==> src/rtl/sram_req_tracker.sv <==
// ---------------------------------------------------------------------------
// sram_req_tracker
//
// Sits between a pipeline stage and its sram-like port (instruction or data
// side). It tracks up to DEPTH requests that have been accepted downstream
// but not yet answered. Each accepted request's sideband tag is kept in an
// in-order FIFO, so every response carries the tag of the request it
// answers. A pipeline flush marks every in-flight request stale. The
// responses to stale requests are consumed silently and never reach the
// pipeline.
//
// Parameters:
//   DEPTH   maximum number of outstanding requests (>= 1)
//   DATA_W  data width
//   TAG_W   width of the sideband tag returned with each response (>= 1)
//   CW      (local) width of the outstanding/discard counters
//
// Ports:
//   clk, reset        clock; synchronous active-high reset
//   flush             pipeline flush; everything accepted up to and
//                     including this cycle becomes stale
//   up_req .. up_tag  upstream request fields plus the tag to return
//   up_addr_ok        request accepted this cycle
//   up_data_ok        live (non-stale) response valid this cycle
//   up_rdata          response data (straight from dn_rdata)
//   up_resp_tag       tag at the FIFO head (tag of the current response)
//   dn_req .. dn_wdata  downstream request fields
//   dn_addr_ok        downstream accepts the request
//   dn_data_ok        downstream response, returned in request order
//   dn_rdata          downstream response data
//   outstanding       accepted requests still waiting for a response
//   idle              no requests outstanding
//   proto_err         sticky: a response arrived with nothing outstanding
// ---------------------------------------------------------------------------
module sram_req_tracker #(
  parameter int DEPTH  = 4,
  parameter int DATA_W = 32,
  parameter int TAG_W  = 4,
  localparam int CW    = $clog2(DEPTH + 1)
) (
  input  logic              clk,
  input  logic              reset,
  input  logic              flush,

  input  logic              up_req,
  input  logic              up_wr,
  input  logic [1:0]        up_size,
  input  logic [31:0]       up_addr,
  input  logic [3:0]        up_wstrb,
  input  logic [DATA_W-1:0] up_wdata,
  input  logic [TAG_W-1:0]  up_tag,
  output logic              up_addr_ok,
  output logic              up_data_ok,
  output logic [DATA_W-1:0] up_rdata,
  output logic [TAG_W-1:0]  up_resp_tag,

  output logic              dn_req,
  output logic              dn_wr,
  output logic [1:0]        dn_size,
  output logic [31:0]       dn_addr,
  output logic [3:0]        dn_wstrb,
  output logic [DATA_W-1:0] dn_wdata,
  input  logic              dn_addr_ok,
  input  logic              dn_data_ok,
  input  logic [DATA_W-1:0] dn_rdata,

  output logic [CW-1:0]     outstanding,
  output logic              idle,
  output logic              proto_err
);

  // A single-entry FIFO still needs a one-bit pointer so the index
  // expressions stay legal; that pointer simply never leaves zero.
  localparam int PW = (DEPTH > 1) ? $clog2(DEPTH) : 1;

  logic [TAG_W-1:0] tag_mem [DEPTH];
  logic [PW-1:0]    wr_ptr;
  logic [PW-1:0]    rd_ptr;
  logic [CW-1:0]    outstanding_q;
  logic [CW-1:0]    outstanding_next;
  logic [CW-1:0]    discard_cnt;
  logic             proto_err_q;

  logic             full;
  logic             accept;
  logic             ret;
  logic             drop;
  logic             stray;

  // Wrap-around increment. DEPTH need not be a power of two.
  function automatic logic [PW-1:0] next_ptr(input logic [PW-1:0] p);
    if (p == PW'(DEPTH - 1)) begin
      return '0;
    end
    return p + PW'(1);
  endfunction

  // Request path. The request is forwarded with no added latency. It is
  // held off only when every tracking slot is in use, or while reset is
  // asserted, so that nothing slips through during the reset cycle.
  assign full       = (outstanding_q == CW'(DEPTH));
  assign dn_req     = up_req & ~full & ~reset;
  assign dn_wr      = up_wr;
  assign dn_size    = up_size;
  assign dn_addr    = up_addr;
  assign dn_wstrb   = up_wstrb;
  assign dn_wdata   = up_wdata;
  assign up_addr_ok = dn_addr_ok & dn_req;
  assign accept     = up_addr_ok;

  // Response path. A response counts only if something is outstanding.
  // While discard_cnt is non-zero, the response at the FIFO head belongs
  // to a request issued before the last flush, so it is dropped. A stray
  // response (nothing outstanding) is ignored and only flags proto_err.
  assign ret         = dn_data_ok & (outstanding_q != '0);
  assign drop        = ret & (discard_cnt != '0);
  assign stray       = dn_data_ok & (outstanding_q == '0);
  assign up_data_ok  = ret & ~drop & ~reset;
  assign up_rdata    = dn_rdata;
  assign up_resp_tag = tag_mem[rd_ptr];

  assign outstanding_next = outstanding_q + CW'(accept) - CW'(ret);

  assign outstanding = outstanding_q;
  assign idle        = (outstanding_q == '0);
  assign proto_err   = proto_err_q;

  // Tag FIFO. The request accepted this cycle pushes its tag at the write
  // pointer. The returning response pops the head. Push and pop can happen
  // in the same cycle. The storage is cleared on reset so that the head
  // tag reads zero after a reset.
  always_ff @(posedge clk) begin
    if (reset) begin
      for (int i = 0; i < DEPTH; i++) begin
        tag_mem[i] <= '0;
      end
      wr_ptr <= '0;
      rd_ptr <= '0;
    end else begin
      if (accept) begin
        tag_mem[wr_ptr] <= up_tag;
        wr_ptr          <= next_ptr(wr_ptr);
      end
      if (ret) begin
        rd_ptr <= next_ptr(rd_ptr);
      end
    end
  end

  // Outstanding and discard counters. On a flush, every request still
  // outstanding after this cycle's accept and return is stale. That
  // includes a request accepted in the flush cycle itself. A response
  // returned in the flush cycle was already judged with the old
  // discard_cnt, so it is not counted again. Recomputing from
  // outstanding_next makes repeated flushes idempotent and keeps
  // discard_cnt <= outstanding.
  always_ff @(posedge clk) begin
    if (reset) begin
      outstanding_q <= '0;
      discard_cnt   <= '0;
    end else begin
      outstanding_q <= outstanding_next;
      if (flush) begin
        discard_cnt <= outstanding_next;
      end else if (drop) begin
        discard_cnt <= discard_cnt - CW'(1);
      end
    end
  end

  // Sticky protocol-error flag. It is set by a response that nothing was
  // waiting for, and only a reset clears it.
  always_ff @(posedge clk) begin
    if (reset) begin
      proto_err_q <= 1'b0;
    end else if (stray) begin
      proto_err_q <= 1'b1;
    end
  end

endmodule

==> config.mk <==
export PLATFORM = sky130hd
export DESIGN_NAME = sram_req_tracker
export DESIGN_NICKNAME = d
export VERILOG_FILES = /design/src/rtl/sram_req_tracker.sv
export SDC_FILE = /design/constraint.sdc
export NUM_CORES = 1
export LEC_CHECK = 0
export BUFFER_PORTS_ARGS = -buffer_cell sky130_fd_sc_hd__clkbuf_2
export CORE_AREA = 2 2 89 91
export DETAILED_ROUTE_END_ITERATION = 10
export DIE_AREA = 0 0 91 93
export PLACE_DENSITY = 0.8
export SLEW_MARGIN = 30
export SYNTH_ARGS = -nofsm -noshare
export SYNTH_HDL_FRONTEND = slang
export SYNTH_SLANG_ARGS = --single-unit
==> constraint.sdc <==
create_clock -name clk -period 3 [get_ports clk]
set_clock_uncertainty 0.15 [all_clocks]
set_input_delay 0.75 -clock clk [delete_from_list [all_inputs] [get_ports clk]]
set_output_delay 0.75 -clock clk [all_outputs]
set_load 0.005 [all_outputs]
Yosys cells after proc, flatten, opt, wreduce, memory -nomap -nowiden

Memory sizes are Yosys's and may differ from the RTL's. A register that Yosys moved wholly into a read port is not among the register bits.
Cells that the tools add are included.

Register bits after elaboration: 11
Bits in latches: 0
Memory bits (writable): 16
Bits in read-only memories: 0
Bits of input ports: 113
Output and inout port bits: 115
Logic and storage cells: 52
Memories: 1

Memory list:

| name    | words | bits a word | rd ports | clocked after Yosys merged registers in | wr ports | line | text |
|---|---|---|---|---|---|---|---|
| tag_mem | 4     | 4           | 1        | 1                                       | 4        | 76   | `logic [TAG_W-1:0] tag_mem [DEPTH];` |

$add $sub $neg: 5
Multiply operators: 0
Divide/modulo/power cells: 0
$lt $le $gt $ge: 0
Eq/ne operators: 3
Shifts and indexed selects: 0
Multiplexer cells: 22
Bitwise logic cells: 11
Reduce and logical (&&, ||, !) cells: 5

Operator list:

| kind                  | count |
|---|---|
| $mux W2               | 7 |
| $mux W1               | 12 |
| $and A1 B1 Y1         | 8 |
| $mux W3               | 2 |
| $reduce_bool A3 Y1    | 2 |
| $add A2 B1 Y2 const B | 2 |
| $eq A2 B2 Y1 const B  | 2 |
| $mux W4               | 1 |
| $reduce_or A4 Y1      | 1 |
| $add A3 B1 Y3         | 1 |
| $eq A3 B3 Y1 const B  | 1 |
| $logic_not A3 Y1      | 1 |
| $not A1 Y1            | 3 |
| $sub A3 B1 Y3         | 1 |
| $sub A3 B1 Y3 const B | 1 |
| $reduce_bool A2 Y1    | 1 |

Logic depth before layout (Yosys ltp)

Depth after elaboration: 10
Gate-level depth with buffers: 9
Mapped depth without buffers: 8

Worst setup path after synthesis

No wires, ideal clock.

Path kind: in2reg
From: input port reset
To: register discard_cnt[2]
Library setup time: 95 ps
Arrival: 2295 ps
Required time: 2755 ps
Setup slack: 459 ps
Stages: 8
Path through: nand3b_1 nor2_1 clkbuf_1 ha_1 fa_1 xnor2_1 xnor2_1 a221oi_1

Cells in the longest elaborated chain, start to end: 6

RTL lines:

| element              | line | text |
|---|---|---|
| start, declared      | 42   | `input logic reset,` |
| $not A1 Y1           | 102  | `assign dn_req = up_req & ~full & ~reset;` |
| $and A1 B1 Y1        | 102  |  |
| $and A1 B1 Y1        | 108  | `assign up_addr_ok = dn_addr_ok & dn_req;` |
| named net up_addr_ok | 52   | `output logic up_addr_ok,` |
| $add A3 B1 Y3        | 122  | `assign outstanding_next = outstanding_q + CW'(accept) - CW'(ret);` |
| $sub A3 B1 Y3        | 122  |  |
| $mux W3              | 163  | `if (flush) begin` |
| end signal, assigned | 164  | `discard_cnt <= outstanding_next;` |
| end signal, assigned | 166  | `discard_cnt <= discard_cnt - CW'(1);` |
| end, declared        | 81   | `logic [CW-1:0] discard_cnt;` |

The timed path passes the listed nets, and every way through them passes these cells.
A chain may end at the register's enable or synchronous reset.

Worst setup path after layout

From: register outstanding_q[1] (netlist: outstanding[1])
To: register discard_cnt[2]

Cells in the longest elaborated chain, start to end: 8
Elaborated cells on any way between the ends: 12
Classes of those cells: 2 x add/sub; 1 x eq/ne; 1 x mux; 6 x bitwise; 2 x reduce/logical

RTL lines:

| element                     | line | text |
|---|---|---|
| start, declared             | 79   | `logic [CW-1:0] outstanding_q;` |
| start signal, assigned      | 162  | `outstanding_q <= outstanding_next;` |
| $eq A3 B3 Y1                | 101  | `assign full = (outstanding_q == CW'(DEPTH));` |
| $not A1 Y1                  | 102  |  |
| $and A1 B1 Y1 (2 in series) | 102  |  |
| $and A1 B1 Y1               | 108  |  |
| $add A3 B1 Y3               | 122  |  |
| $sub A3 B1 Y3               | 122  |  |
| $mux W3                     | 163  |  |

Several ways; a longest one is shown, not always the timed one.

==> reports/metrics.csv <==
stage,metric,value,unit
place,placed cells,237,
clock_network,clock root buffer,clkbuf_8,
global_route,vias in the first global route,1054,
hold_path,critical hold path startpoint,proto_err$_SDFFE_PP0P_,
routing,top sig layer,met4,
worst_setup_path,CP max-delay cell,or3_1,
sta,Max Freq,0.389,GHz
clock_network,CTS Sinks,29,
sta,Fin. Hold Viols,0,
worst_setup_path,Worst Path Buf+Inv,0,
yosys,Unique masters post-synth,40,
finish,n_diodes,0,
floorplanning,Die Height,93,um
floorplanning,Initial Util,29.0,%
global_route,initial antenna violation count,0,
routing,wire length on met2,2130,um
run,maximum capacitance violations,0,
sta,post-layout minimum cycle time,2570,ps
worst_setup_path,startpoint types,flop,
power,leakage power,0.000687,uW
sta,Slew Limit Fails,0,
yosys,Mapped Cells,219,
finish,"Core Util, Final",22.8,%
finish,layout cells sized above 1,30.1,%
sta,setup_tns,0,ps
sta,Max-Slew Margin vs Limit,61.0,%
power,maximum VDD drop,0.193,mV
sta,Least-Margin Pin Slew,577,ps
clock_network,CTS Buf Count,5,
finish,"commonest non-fill, non-tap cell in the layout",clkbuf_2,
yosys,#FFs+latches synth,29,
routing,vias,1068,
routing,TritonRoute pass-1 iters,2,
floorplanning,Ports,228,
finish,Final nets,261,
floorplanning,CORE AREA,7530,um2
hold_path,hold depth,2,
worst_setup_path,"Critical Path, Cell by Cell","or3_1, nand3_1, o21ai_0, ha_1, fa_1, xnor2_1, xnor2_1, a221oi_1",
routing,Post-DRT Antenna Nets,0,
routing,DRT iter0 DRCs,76,
global_route,Global Route Usage Sum,9.76,%
worst_setup_path,CP arrival,2610,ps
worst_setup_path,required time of the critical path,3040,ps
routing,routed length per instance,16.7,um
routing,DRC viols,0,
worst_setup_path,CP top delay family,simple AND/OR/NAND/NOR gates,
power,Pwr Density,709,nW/um2
worst_setup_path,WP depth,8,
clock_network,post-CTS setup buffers,0,
floorplanning,die width,91,um
finish,area grow syn2layout,-21.3,%
worst_setup_path,"most used cell, CP",xnor2_1,
status,status,"complete, no violations",
yosys,number of synthesis warnings,0,
worst_setup_path,nature of the critical path endpoint,flop,
sta,RSZ-0062 raised after global routing,no,
floorplanning,DIE AREA,8460,um2
sta,Final Setup Violations,0,
yosys,Mapped Avg Cell Area,9.96,um2
finish,Layout Cells excl Fill,245,
worst_setup_path,Worst Setup SP,outstanding[1]$_SDFF_PP0_,
floorplanning,row cnt,32,
yosys,post-synthesis sequential area ratio,34.0,%
yosys,synthesized net count,338,
global_route,GR Overflow Total,0,
clock_network,clk slew on worst S/H paths,60,ps
hold_path,Min-Delay Path Class,flop to flop,
finish,most frequent cells in the layout,"clkbuf_2, edfxtp_1, dfxtp_1",
yosys,mapped cell area,2180,um2
global_route,first-pass GRT wire length,6150,um
clock_network,worst skew pair latency,280,ps
routing,final WL,4100,um
clock_network,TritonCTS clock tree,done,
clock_network,H-Tree Depth,2,
clock_network,clock tree buffer depth,2,
routing,total length of routed met3 wires,460,um
worst_setup_path,CP max stage delay,520,ps
routing,drt via density,4.36,
routing,wire length on met1,1340,um
global_route,largest net degree at the start of global routing,20,
clock_network,Hold Buf Count CTS,0,
place,RePlAce Congestion,0.808,
sta,Tcrit/Tclk final,85.7,%
worst_setup_path,worst-path maximum fanout,8,
clock_network,Resized cells post-CTS,0,
worst_setup_path,r2r startpoint,outstanding[1]$_SDFF_PP0_,
worst_setup_path,reg2reg path depth,8,
worst_setup_path,kind of critical path,flop to flop,
place,port bufs,21,
[report_power, final]
part / internal [uW] / switching (uW)
clock: 155 / 141
sequential: 480 / 53.5
combinational: 190 / 198
[Yosys cell counts, drive strengths merged]
library cell	instances	area (um2)
a2111oi	1	15.0
a21o	1	7.51
a21oi	7	35.0
a221oi	1	8.76
a311oi	1	8.76
a31o	1	8.76
a31oi	1	6.26
and2	12	75.1
and3	5	36.3
and4	1	8.76
buf	105	790
clkbuf	3	11.3
dfxtp	13	260
edfxtp	16	480
fa	1	20.0
ha	5	62.6
inv	6	22.5
mux2	1	11.3
mux4	4	90.1
nand2	3	11.3
nand3	2	10.0
nand3b	1	7.51
nor2	5	18.8
nor2b	4	25.0
nor3	1	5.00
nor3b	2	20.0
nor4b	2	17.5
nor4bb	1	10.0
o21ai	3	15.0
o31ai	1	7.51
o41ai	1	16.3
or2	2	12.5
or2b	1	8.76
or3	2	12.5
or4	1	7.51
xnor2	2	17.5
[final cells by class]
| type | count | area, um2 |
|---|---|---|
| clock buffers | 5 | 68.8 |
| clock inverters | 3 | 12.5 |
| fillers | 833 | 5810 |
| inverters | 6 | 22.5 |
| multi-input cells | 76 | 617 |
| flip-flops and latches | 29 | 741 |
| well taps | 102 | 128 |
| repair buffers | 24 | 128 |
[path summary, 6_finish.rpt]
kind              slack, ps                           to
setup / recovery        430  discard_cnt[2]$_SDFFE_PP0P_
hold reg to reg         320       proto_err$_SDFFE_PP0P_
setup reg to reg        430  discard_cnt[2]$_SDFFE_PP0P_
hold / removal          320       proto_err$_SDFFE_PP0P_
[kinds of logic (layout without fill, tap and decap cells)]
| logic type | after synthesis | in the layout | synth area share, % |
|---|---|---|---|
| buffers and inverters | 114 | 38 | 37.8 |
| AND/OR/NAND/NOR | 45 | 45 | 13.1 |
| flip-flops | 29 | 29 | 34.0 |
| AO/OA/AOI/OAI | 18 | 18 | 5.91 |
| adder cells (fa/ha/maj) | 6 | 6 | 3.79 |
| multiplexers | 5 | 5 | 4.65 |
| XOR/XNOR | 2 | 2 | 0.803 |
[flip-flops by register name, indices dropped and copies added (netlist names), named ones only]
signal       flops
wr_ptr           2
proto_err        1
rd_ptr           2
discard_cnt      3
tag_mem         16
outstanding      3
[through the flow]
step / total power, uW / cell area (um2) / hold WS (ps) / worst slack (ps)
after floorplan: 938 / 2180 / 310 / 459
after global placement: 918 / 1640 / 301 / 479
after detailed placement: 931 / 1640 / 314 / 397
after CTS: 1240 / 1720 / 329 / 415
after global routing: 1300 / 1720 / 382 / 238
final: 1220 / 1720 / 322 / 428
[layer usage]
metal	up-vias	track usage [%]
li1	476	-
met1	482	8.84
met2	84	16.4
met3	26	5.32
met4	0	7.32
met5	-	0
[worst register-to-register path, stage by stage (launching register included)]
cell,delay (ps)
dfxtp_1,360
or3_1,520
nand3_1,190
o21ai_0,110
ha_1,200
fa_1,380
xnor2_1,150
xnor2_1,140
a221oi_1,270
(Power assumes the default switching activity.)
